--- config.mk ---
export PLATFORM = sky130hd
export DESIGN_NAME = if_fetch_queue_flat
export DESIGN_NICKNAME = d
export VERILOG_FILES = /design/src/rtl/if_fetch_queue_if.sv /design/src/rtl/if_fetch_queue.sv /design/src/flat_wrapper.sv
export SDC_FILE = /design/constraint.sdc
export NUM_CORES = 1
export LEC_CHECK = 0
export ABC_AREA = 1
export BUFFER_PORTS_ARGS = -buffer_cell sky130_fd_sc_hd__buf_2
export CAP_MARGIN = 20
export CORE_MARGIN = 2
export CORE_UTILIZATION = 55
export CTS_CLUSTER_DIAMETER = 80
export DETAILED_ROUTE_END_ITERATION = 10
export HOLD_SLACK_MARGIN = 0.1
export PLACE_DENSITY_LB_ADDON = 0.3
export SLEW_MARGIN = 40
export SYNTH_ARGS = -nofsm -noshare
export SYNTH_HDL_FRONTEND = slang
export SYNTH_SLANG_ARGS = --single-unit
--- constraint.sdc ---
create_clock -name clk -period 5.3 [get_ports clk]
set_input_delay 0.265 -clock clk [delete_from_list [all_inputs] [get_ports clk]]
set_output_delay 0.265 -clock clk [all_outputs]
set_load 0.05 [all_outputs]
--- src/rtl/if_fetch_queue_if.sv ---
// Instruction-bus handshake between the fetch queue (master) and a
// wait-state instruction memory (slave): one outstanding request at a time.
interface if_fetch_queue_if #(
  parameter int PC_W   = 30,
  parameter int INSN_W = 32
) ();
  logic              mem_req;
  logic [PC_W-1:0]   mem_addr;
  logic              mem_ack;
  logic [INSN_W-1:0] mem_rdata;

  modport master (output mem_req, output mem_addr, input mem_ack, input mem_rdata);
  modport slave  (input mem_req, input mem_addr, output mem_ack, output mem_rdata);
endinterface

--- src/rtl/if_fetch_queue.sv ---
// IF stage with a DEPTH-entry prefetch queue: issues fetches on the instruction
// bus and presents one {pc, insn, valid} slot to decode with stall/flush/branch.
module if_fetch_queue #(
  parameter int                PC_W         = 30,
  parameter int                INSN_W       = 32,
  parameter int                DEPTH        = 4,
  parameter logic [PC_W-1:0]   RESET_VECTOR = '0,
  parameter logic [INSN_W-1:0] NOP_INSN     = '0
) (
  input  logic                         clk,
  input  logic                         reset,
  if_fetch_queue_if.master             bus,
  input  logic                         stall,
  input  logic                         flush,
  input  logic [PC_W-1:0]              new_pc,
  input  logic                         br_taken,
  input  logic [PC_W-1:0]              br_addr,
  output logic [PC_W-1:0]              if_pc,
  output logic [INSN_W-1:0]            if_insn,
  output logic                         if_en,
  output logic [$clog2(DEPTH+1)-1:0]   q_count
);

  localparam int PTR_W = $clog2(DEPTH);
  localparam int CNT_W = $clog2(DEPTH+1);
  localparam logic [CNT_W-1:0] FULL = CNT_W'(DEPTH);

  logic [PC_W-1:0]   fetch_pc_q, fetch_pc_d;
  logic [PTR_W-1:0]  rd_ptr_q, rd_ptr_d, wr_ptr_q, wr_ptr_d;
  logic [CNT_W-1:0]  count_q, count_d;
  logic [PC_W-1:0]   if_pc_q, if_pc_d;
  logic [INSN_W-1:0] if_insn_q, if_insn_d;
  logic              if_en_q, if_en_d;

  logic [PC_W-1:0]   q_pc_mem   [DEPTH];
  logic [INSN_W-1:0] q_insn_mem [DEPTH];

  logic              redirect, req, accept, pop, bypass, push;
  logic [PC_W-1:0]   target;

  always_comb begin
    redirect   = flush | (br_taken & ~stall);
    target     = flush ? new_pc : br_addr;
    // Request is withdrawn during reset and in any redirect cycle.
    req        = ~reset & (count_q != FULL) & ~redirect;
    accept     = req & bus.mem_ack;
    pop        = ~stall & ~redirect & (count_q != '0);
    bypass     = ~stall & ~redirect & (count_q == '0) & accept;
    push       = accept & ~bypass;

    fetch_pc_d = fetch_pc_q;
    rd_ptr_d   = rd_ptr_q;
    wr_ptr_d   = wr_ptr_q;
    count_d    = count_q;
    if_pc_d    = if_pc_q;
    if_insn_d  = if_insn_q;
    if_en_d    = if_en_q;

    if (redirect) begin
      fetch_pc_d = target;
      rd_ptr_d   = '0;
      wr_ptr_d   = '0;
      count_d    = '0;
      if_pc_d    = target;
      if_insn_d  = NOP_INSN;
      if_en_d    = 1'b0;
    end else begin
      if (accept) fetch_pc_d = fetch_pc_q + PC_W'(1);
      if (push)   wr_ptr_d   = wr_ptr_q + PTR_W'(1);
      if (pop)    rd_ptr_d   = rd_ptr_q + PTR_W'(1);
      case ({push, pop})
        2'b10:   count_d = count_q + CNT_W'(1);
        2'b01:   count_d = count_q - CNT_W'(1);
        default: count_d = count_q;
      endcase
      // A stalled slot holds; otherwise the queue head has priority over bypass.
      if (!stall) begin
        if (pop) begin
          if_pc_d   = q_pc_mem[rd_ptr_q];
          if_insn_d = q_insn_mem[rd_ptr_q];
          if_en_d   = 1'b1;
        end else if (bypass) begin
          if_pc_d   = fetch_pc_q;
          if_insn_d = bus.mem_rdata;
          if_en_d   = 1'b1;
        end else begin
          if_insn_d = NOP_INSN;
          if_en_d   = 1'b0;
        end
      end
    end
  end

  always_ff @(posedge clk or posedge reset) begin
    if (reset) begin
      fetch_pc_q <= RESET_VECTOR;
      rd_ptr_q   <= '0;
      wr_ptr_q   <= '0;
      count_q    <= '0;
      if_pc_q    <= RESET_VECTOR;
      if_insn_q  <= NOP_INSN;
      if_en_q    <= 1'b0;
    end else begin
      fetch_pc_q <= fetch_pc_d;
      rd_ptr_q   <= rd_ptr_d;
      wr_ptr_q   <= wr_ptr_d;
      count_q    <= count_d;
      if_pc_q    <= if_pc_d;
      if_insn_q  <= if_insn_d;
      if_en_q    <= if_en_d;
    end
  end

  // Queue storage is data only; occupancy is tracked by the pointers/count.
  always_ff @(posedge clk) begin
    if (push) begin
      q_pc_mem[wr_ptr_q]   <= fetch_pc_q;
      q_insn_mem[wr_ptr_q] <= bus.mem_rdata;
    end
  end

  assign bus.mem_req  = req;
  assign bus.mem_addr = fetch_pc_q;
  assign if_pc        = if_pc_q;
  assign if_insn      = if_insn_q;
  assign if_en        = if_en_q;
  assign q_count      = count_q;

endmodule

--- src/flat_wrapper.sv ---
// flat-port wrapper written by rule: the top's interface ports become plain ports
module if_fetch_queue_flat 
#(
  parameter int                PC_W         = 30,
  parameter int                INSN_W       = 32,
  parameter int                DEPTH        = 4,
  parameter logic [PC_W-1:0]   RESET_VECTOR = '0,
  parameter logic [INSN_W-1:0] NOP_INSN     = '0
)
  (clk, reset, stall, flush, new_pc, br_taken, br_addr, if_pc, if_insn, if_en, q_count, bus_mem_req, bus_mem_addr, bus_mem_ack, bus_mem_rdata);
  if_fetch_queue_if #(.PC_W(PC_W), .INSN_W(INSN_W)) bus_i ();
  input  logic clk;
  input  logic reset;
  input  logic stall;
  input  logic flush;
  input  logic [PC_W-1:0] new_pc;
  input  logic br_taken;
  input  logic [PC_W-1:0] br_addr;
  output logic [PC_W-1:0] if_pc;
  output logic [INSN_W-1:0] if_insn;
  output logic if_en;
  output logic [$clog2(DEPTH+1)-1:0] q_count;
  output wire logic [$bits(bus_i.mem_req)-1:0] bus_mem_req;
  output wire logic [$bits(bus_i.mem_addr)-1:0] bus_mem_addr;
  input wire logic [$bits(bus_i.mem_ack)-1:0] bus_mem_ack;
  input wire logic [$bits(bus_i.mem_rdata)-1:0] bus_mem_rdata;
  assign bus_mem_req = bus_i.mem_req;
  assign bus_mem_addr = bus_i.mem_addr;
  assign bus_i.mem_ack = bus_mem_ack;
  assign bus_i.mem_rdata = bus_mem_rdata;
  if_fetch_queue #(.PC_W(PC_W), .INSN_W(INSN_W), .DEPTH(DEPTH), .RESET_VECTOR(RESET_VECTOR), .NOP_INSN(NOP_INSN)) u_core (.clk(clk), .reset(reset), .bus(bus_i), .stall(stall), .flush(flush), .new_pc(new_pc), .br_taken(br_taken), .br_addr(br_addr), .if_pc(if_pc), .if_insn(if_insn), .if_en(if_en), .q_count(q_count));
endmodule
==> results.toml, run 1 <==
[run_status]
status = "finished, violations left"
failed_checks = "design-rule violations"

[timing]
rsz0062_at_grt = "no"
slew_viol_final = 0
setup_ws_ns = 1.971
fin_crit_sh_pct = 62.81
tightest_slew_ns = 0.8332
whs_ns = 0.1102
tns_ns = 0
hold_viol_final = 0
fin_skew_ns = 0.02611
relSlewSlack_pct = 44.39
finalCriticalPeriod_ns = 3.329
max_freq_mhz = 300.4
setup_violations = 0

[cts]
post_cts.repair.setup_buffers = 0
clk_pin_slew_ns = 0.07
clk-insertion-delay-late_ns = 0.52
cts_tree = "done"
cts.sink_count = 348
cts_max_level = 2
root_buffer = "clkbuf_16"
clockBufferDepth = 3
numCtsBuffers = 36

[die]
dieArea_um2 = 29890
die_h_um = 172.9
core_area_um2 = 27930
die_w_um = 172.9
rows = 61
start_util_pct = 56.16
pin_count = 195

[critical_path]
worst-r2r-setup-slack_ns = 1.97
r2r-end = "u_core.q_count[2]"
critical_path_arrival_ns = 3.79
crit_path_end = "u_core.q_count[2]"
critical_path_class = "flop to flop"
worstPathRequired_ns = 5.76
path_max_fanout = 50
startpoint_type = "flop"
cp-startpoint = "u_core.q_count[0]"
rr_startpoint = "u_core.q_count[0]"
worst_r2r_path_depth = 13
cp-end-kind = "flop"

[power_and_ir_drop]
ir_drop_mv = 0.2220
power_leakage_nw = 8.050
power_mw = 6.768
cellPowerDensity_nw_per_um2 = 365.9

[cells_and_area]
final_common_cell = "nand2_1"
utilization_pct = 66.21
final_cell_mix = "nand2_1 (560), edfxtp_1 (248), nor2_1 (232)"
drive_above_1_share_pct = 14.95
finalNonFillerCells = 2284
final_cell_area_um2 = 18500
area_growth_pct = 17.90
fin_nets = 1983
diodes = 0

[route]
drt-pass1-iter-count = 8
viasPerCell = 5.520
routedWlPerCell_um = 17.55
drtIter0Drc = 1427
wirelength_mm = 40.08
drc_errors = 1
via_count = 12607
antenna_left = 0

[min_path]
hold_class = "primary input to flop"

[global_routing]
antenna_found_initial = 0
overflow = 0
grt_start_max_net_pins = 113
grt_pass1_wl_mm = 63.77
grt_use_total_pct = 26.68
grt_pass1_vias = 11848

[place]
port_buffers = 194
dp.cells = 2183
gp_congestion = 0.9468
dp_hpwl_mm = 25.20
place_ws_ns = 1.509
place_area_um2 = 16940

[flow_run]
drv_cap = 0

[synth]
syn_inst = 1687
ys_warn_count = 0
ys_seq_elements = 348
syn_nets = 1791
synth-seq-area-share_pct = 63.42
ys_types = 30
netlist_area_um2 = 15690
synth_area_per_cell_um2 = 9.299
==> power by group <==
part / leakage, nW / internal [mW] / switching [mW]
Combinational: 3.96 / 0.253 / 0.736
Sequential: 3.51 / 3.08 / 0.187
Clock: 0.580 / 1.51 / 1.00
==> critical path: stages, from the launching register on <==
cell and delay, ns:
dfrtp_1 0.42, inv_1 0.11, nand3b_1 0.41, nand2_2 0.27, buf_4 0.43, inv_2 0.04, buf_4 0.33, nand2_1 0.22
inv_1 0.08, fa_1 0.38, xnor2_1 0.22, xor2_1 0.18, nand2_1 0.07, nand2_1 0.06
==> worst min-delay path by stage <==
| stage | startpoint | end | slack, ns | depth (start not counted) |
|---|---|---|---|---|
| 3_5_place_dp | reset | u_core.if_insn[0] | 0.35 | 2 |
| 5_1_grt | new_pc[2] | u_core.bus.mem_addr[2] | 0.12 | 5 |
| 3_3_place_gp | reset | u_core.if_insn[0] | 0.34 | 2 |
| 4_1_cts | new_pc[4] | u_core.bus.mem_addr[4] | 0.10 | 5 |
| 2_1_floorplan | bus_mem_rdata[0] | u_core.q_insn_mem[0][0] | 0.36 | 0 |
| 6_report | new_pc[2] | u_core.bus.mem_addr[2] | 0.11 | 5 |
==> flip-flops by register name, summed over array words and instances (netlist names) <==
| name | cells |
|---|---|
| u_core.bus.mem_addr | 30 |
| u_core.if_en | 1 |
| u_core.if_insn | 32 |
| u_core.if_pc | 30 |
| u_core.q_count | 3 |
| u_core.q_insn_mem | 128 |
| u_core.q_pc_mem | 120 |
| u_core.rd_ptr_q | 2 |
| u_core.wr_ptr_q | 2 |
==> cells by family after synthesis <==
group	Yosys count	synth area share, %
fa+ha+maj	6	0.5264
simple gates	933	23.60
flops	348	63.42
buf+inv	159	4.251
xor+xnor	6	0.3350
compound gates	235	7.864
==> per-layer routing <==
| metal | global-route usage [%] | vias up | wire length, um |
|---|---|---|---|
| met5 | 0 | - | 0 |
| met4 | 6.321 | 0 | 724 |
| met3 | 5.453 | 62 | 4364 |
| met2 | 41.35 | 684 | 18040 |
| met1 | 39.12 | 5864 | 16950 |
| li1 | - | 5997 | - |
==> area by class of cell <==
type | instances | area, um2
multi-input cells | 1180 | 5119
repair buffers | 245 | 1496
clock inverters | 16 | 167.7
inverters | 68 | 259.0
well taps | 378 | 473.0
clock buffers | 49 | 1023
flip-flops and latches | 348 | 9957
fillers | 2182 | 9439
==> synth_stat cells, drive strengths merged <==
| cell type | n | share of area [%] |
|---|---|---|
| nand2 | 564 | 14 |
| edfxtp | 248 | 47 |
| nor2 | 238 | 5.7 |
| o21ai | 168 | 5.5 |
| nand3 | 126 | 4.0 |
| dfrtp | 100 | 16 |
| inv | 68 | 1.6 |
| clkbuf | 47 | 1.1 |
| buf | 44 | 1.5 |
| a21oi | 42 | 1.3 |
| o22ai | 10 | 0.40 |
| o211ai | 8 | 0.38 |
| a31oi | 6 | 0.24 |
| ha | 5 | 0.40 |
| xor2 | 5 | 0.28 |
| nand4 | 3 | 0.22 |
| fa | 1 | 0.13 |
| nand3b | 1 | 0.048 |
| nor3 | 1 | 0.032 |
| o21a | 1 | 0.048 |
| xnor2 | 1 | 0.056 |
==> timing repair <==
| action | in CTS | in global routing |
|---|---|---|
| resized for setup | 0 | 0 |
| hold buffers | 35 | 0 |
| hold endpoints to repair | 164 | 0 |
| setup endpoints to repair | 0 | 0 |
(Power assumes the default switching activity.)
==> inputs of run 2 (changes only) <==
- CORE_UTILIZATION: 55 -> 53
- clock period: 5.3 -> 3 ns (I/O delays scaled with it)
==> run 2 against run 1 <==
Effect of this change:
- the flow now finishes without violations
- cell count grew 3.4%
- wire length increased by 3.9%
- first-iteration DRC count down 5.9%
- global-route usage grew 0.62 points
- sequential power grew 76%
- combinational power increased by 87%
- clock power increased by 79%
- via count is 3.3% higher
- critical path depth is 6 lower
- sequential cell count unchanged
- clock skew about the same
- utilization is 0.075 points higher
- largest cell class unchanged
- largest power group unchanged
==> results.toml, run 2 (synthesis results as in run 1) <==
[run_status]
status = "finished clean"

[route]
drtIter0Drc = 1343
drt-pass1-iter-count = 6
antenna_left = 0
routed-wl-met3_mm = 3.648
wl_met1_mm = 17.51
routedWlPerCell_um = 17.64
drc_errors = 0
viasPerCell = 5.517
wl_met2_mm = 19.17
route.top_layer_used = "met4"
wirelength_mm = 41.65
via_count = 13026

[cts]
clockBufferDepth = 3
clk_pin_slew_ns = 0.06
post_cts.repair.setup_buffers = 0
root_buffer = "clkbuf_16"
clk-insertion-delay-late_ns = 0.52
cts.sink_count = 348
cts_tree = "done"
cts_max_level = 2
numCtsBuffers = 35

[cells_and_area]
drive_above_1_share_pct = 15.15
top_register = "u_core.q_insn_mem"
area_growth_pct = 22.26
fin_nets = 2051
seq_area_um2 = 9955
final_cell_mix = "nand2_1 (560), edfxtp_1 (248), nor2_1 (232)"
fillCellCount = 2184
final_common_cell = "nand2_1"
multiInputGateArea_um2 = 5119
largest_reg_flops = 128
finalNonFillerCells = 2361
final_cell_area_um2 = 19180

[die]
start_util_pct = 54.22
die_h_um = 176.0
dieArea_um2 = 30990
core_area_um2 = 28940
pin_count = 195
die_w_um = 176.0
rows = 62

[flow_run]
drv_cap = 0

[min_path]
worstHoldStart = "new_pc[22]"
hold_class = "primary input to flop"

[power_and_ir_drop]
ir_drop_mv = 0.3918
cellPowerDensity_nw_per_um2 = 631.0
power_leakage_nw = 8.362

[critical_path]
critical_path_class = "flop to flop"
path_max_fanout = 32
startpoint_type = "flop"
worstPathRequired_ns = 3.19
rr_startpoint = "u_core.q_count[0]"
critical_path_arrival_ns = 2.74
cp-end-kind = "flop"
cp-startpoint = "u_core.q_count[0]"

[place]
port_buffers = 194
gp_congestion = 0.9343
dp.cells = 2205
dp_hpwl_mm = 25.88
place_area_um2 = 17100

[timing]
setup_violations = 0
fin_skew_ns = 0.02585
relSlewSlack_pct = 48.44
tightest_slew_ns = 0.7725
fin_crit_sh_pct = 84.92
slew_viol_final = 0
hold_viol_final = 0
finalCriticalPeriod_ns = 2.548
max_freq_mhz = 392.5
rsz0062_at_grt = "no"

[global_routing]
grt_pass1_vias = 12775
antenna_found_initial = 3
grt_start_max_net_pins = 102
grt_pass1_wl_mm = 66.57
overflow = 0
grt_use_total_pct = 27.30
==> run 2: layout make-up <==
| class | instances | share of cell area [%] |
|---|---|---|
| Tap cell | 384 | 2.505 |
| Multi-Input combinational cell | 1180 | 26.69 |
| Sequential cell | 348 | 51.90 |
| Timing Repair Buffer | 314 | 11.32 |
| Antenna cell | 3 | 0.03914 |
| Inverter | 68 | 1.357 |
| Clock inverter | 17 | 1.168 |
| Clock buffer | 47 | 5.017 |
==> run 2: where the power goes <==
group          total, mW  leakage, nW  internal [mW]  switching [mW]
Combinational       1.85         4.27          0.520            1.33
Clock               4.50        0.579           2.70            1.80
Sequential          5.76         3.51           5.44           0.313
Total               12.1         8.36           8.66            3.44
==> run 2: stage by stage <==
stage	util [%]	hold WS (ns)	setup TNS, ns	power, mW	worst slack [ns]
2_1_floorplan	-	0.2489	-40.45	6.967	-0.1797
3_3_place_gp	58.98	0.3883	0	7.523	0.6609
3_5_place_dp	59.08	0.3916	0	7.566	0.4945
4_1_cts	66.26	0.1007	0	12.13	0.4406
5_1_grt	66.27	0.1200	0	12.54	0.2506
6_report	66.28	0.1213	0	12.10	0.4524
==> run 2: path summary, 6_finish.rpt <==
path / to / slack, ns / depth (start not counted)
max: u_core.q_insn_mem[0][2] / 0.45 / 7
min: u_core.if_pc[22] / 0.12 / 7
max reg2reg: u_core.q_insn_mem[0][2] / 0.45 / 7
min reg2reg: u_core.if_pc[10] / 0.48 / 2
max in group asynchronous: u_core.rd_ptr_q[0] / 1.99 / 4
min in group asynchronous: u_core.if_insn[2] / 0.49 / 4
==> run 2: repair_timing <==
item / in CTS / in global routing
hold endpoints to repair: 298 / 0
resized for setup: 0 / 0
hold buffers: 89 / 0
==> run 2: layer usage <==
layer	global-route usage, %	vias to the layer above
li1	-	6138
met1	38.18	6116
met2	43.35	673
met3	5.017	99
met4	9.435	0
met5	0	-
==> run 2: worst max-delay path, cell delays in order (launching register included) <==
cell and delay [ns]:
dfrtp_1 0.43, inv_1 0.10, nand3b_1 0.44, inv_1 0.08, nand2_1 0.24, nand2_4 0.15, nor2_4 0.48, buf_12 0.29
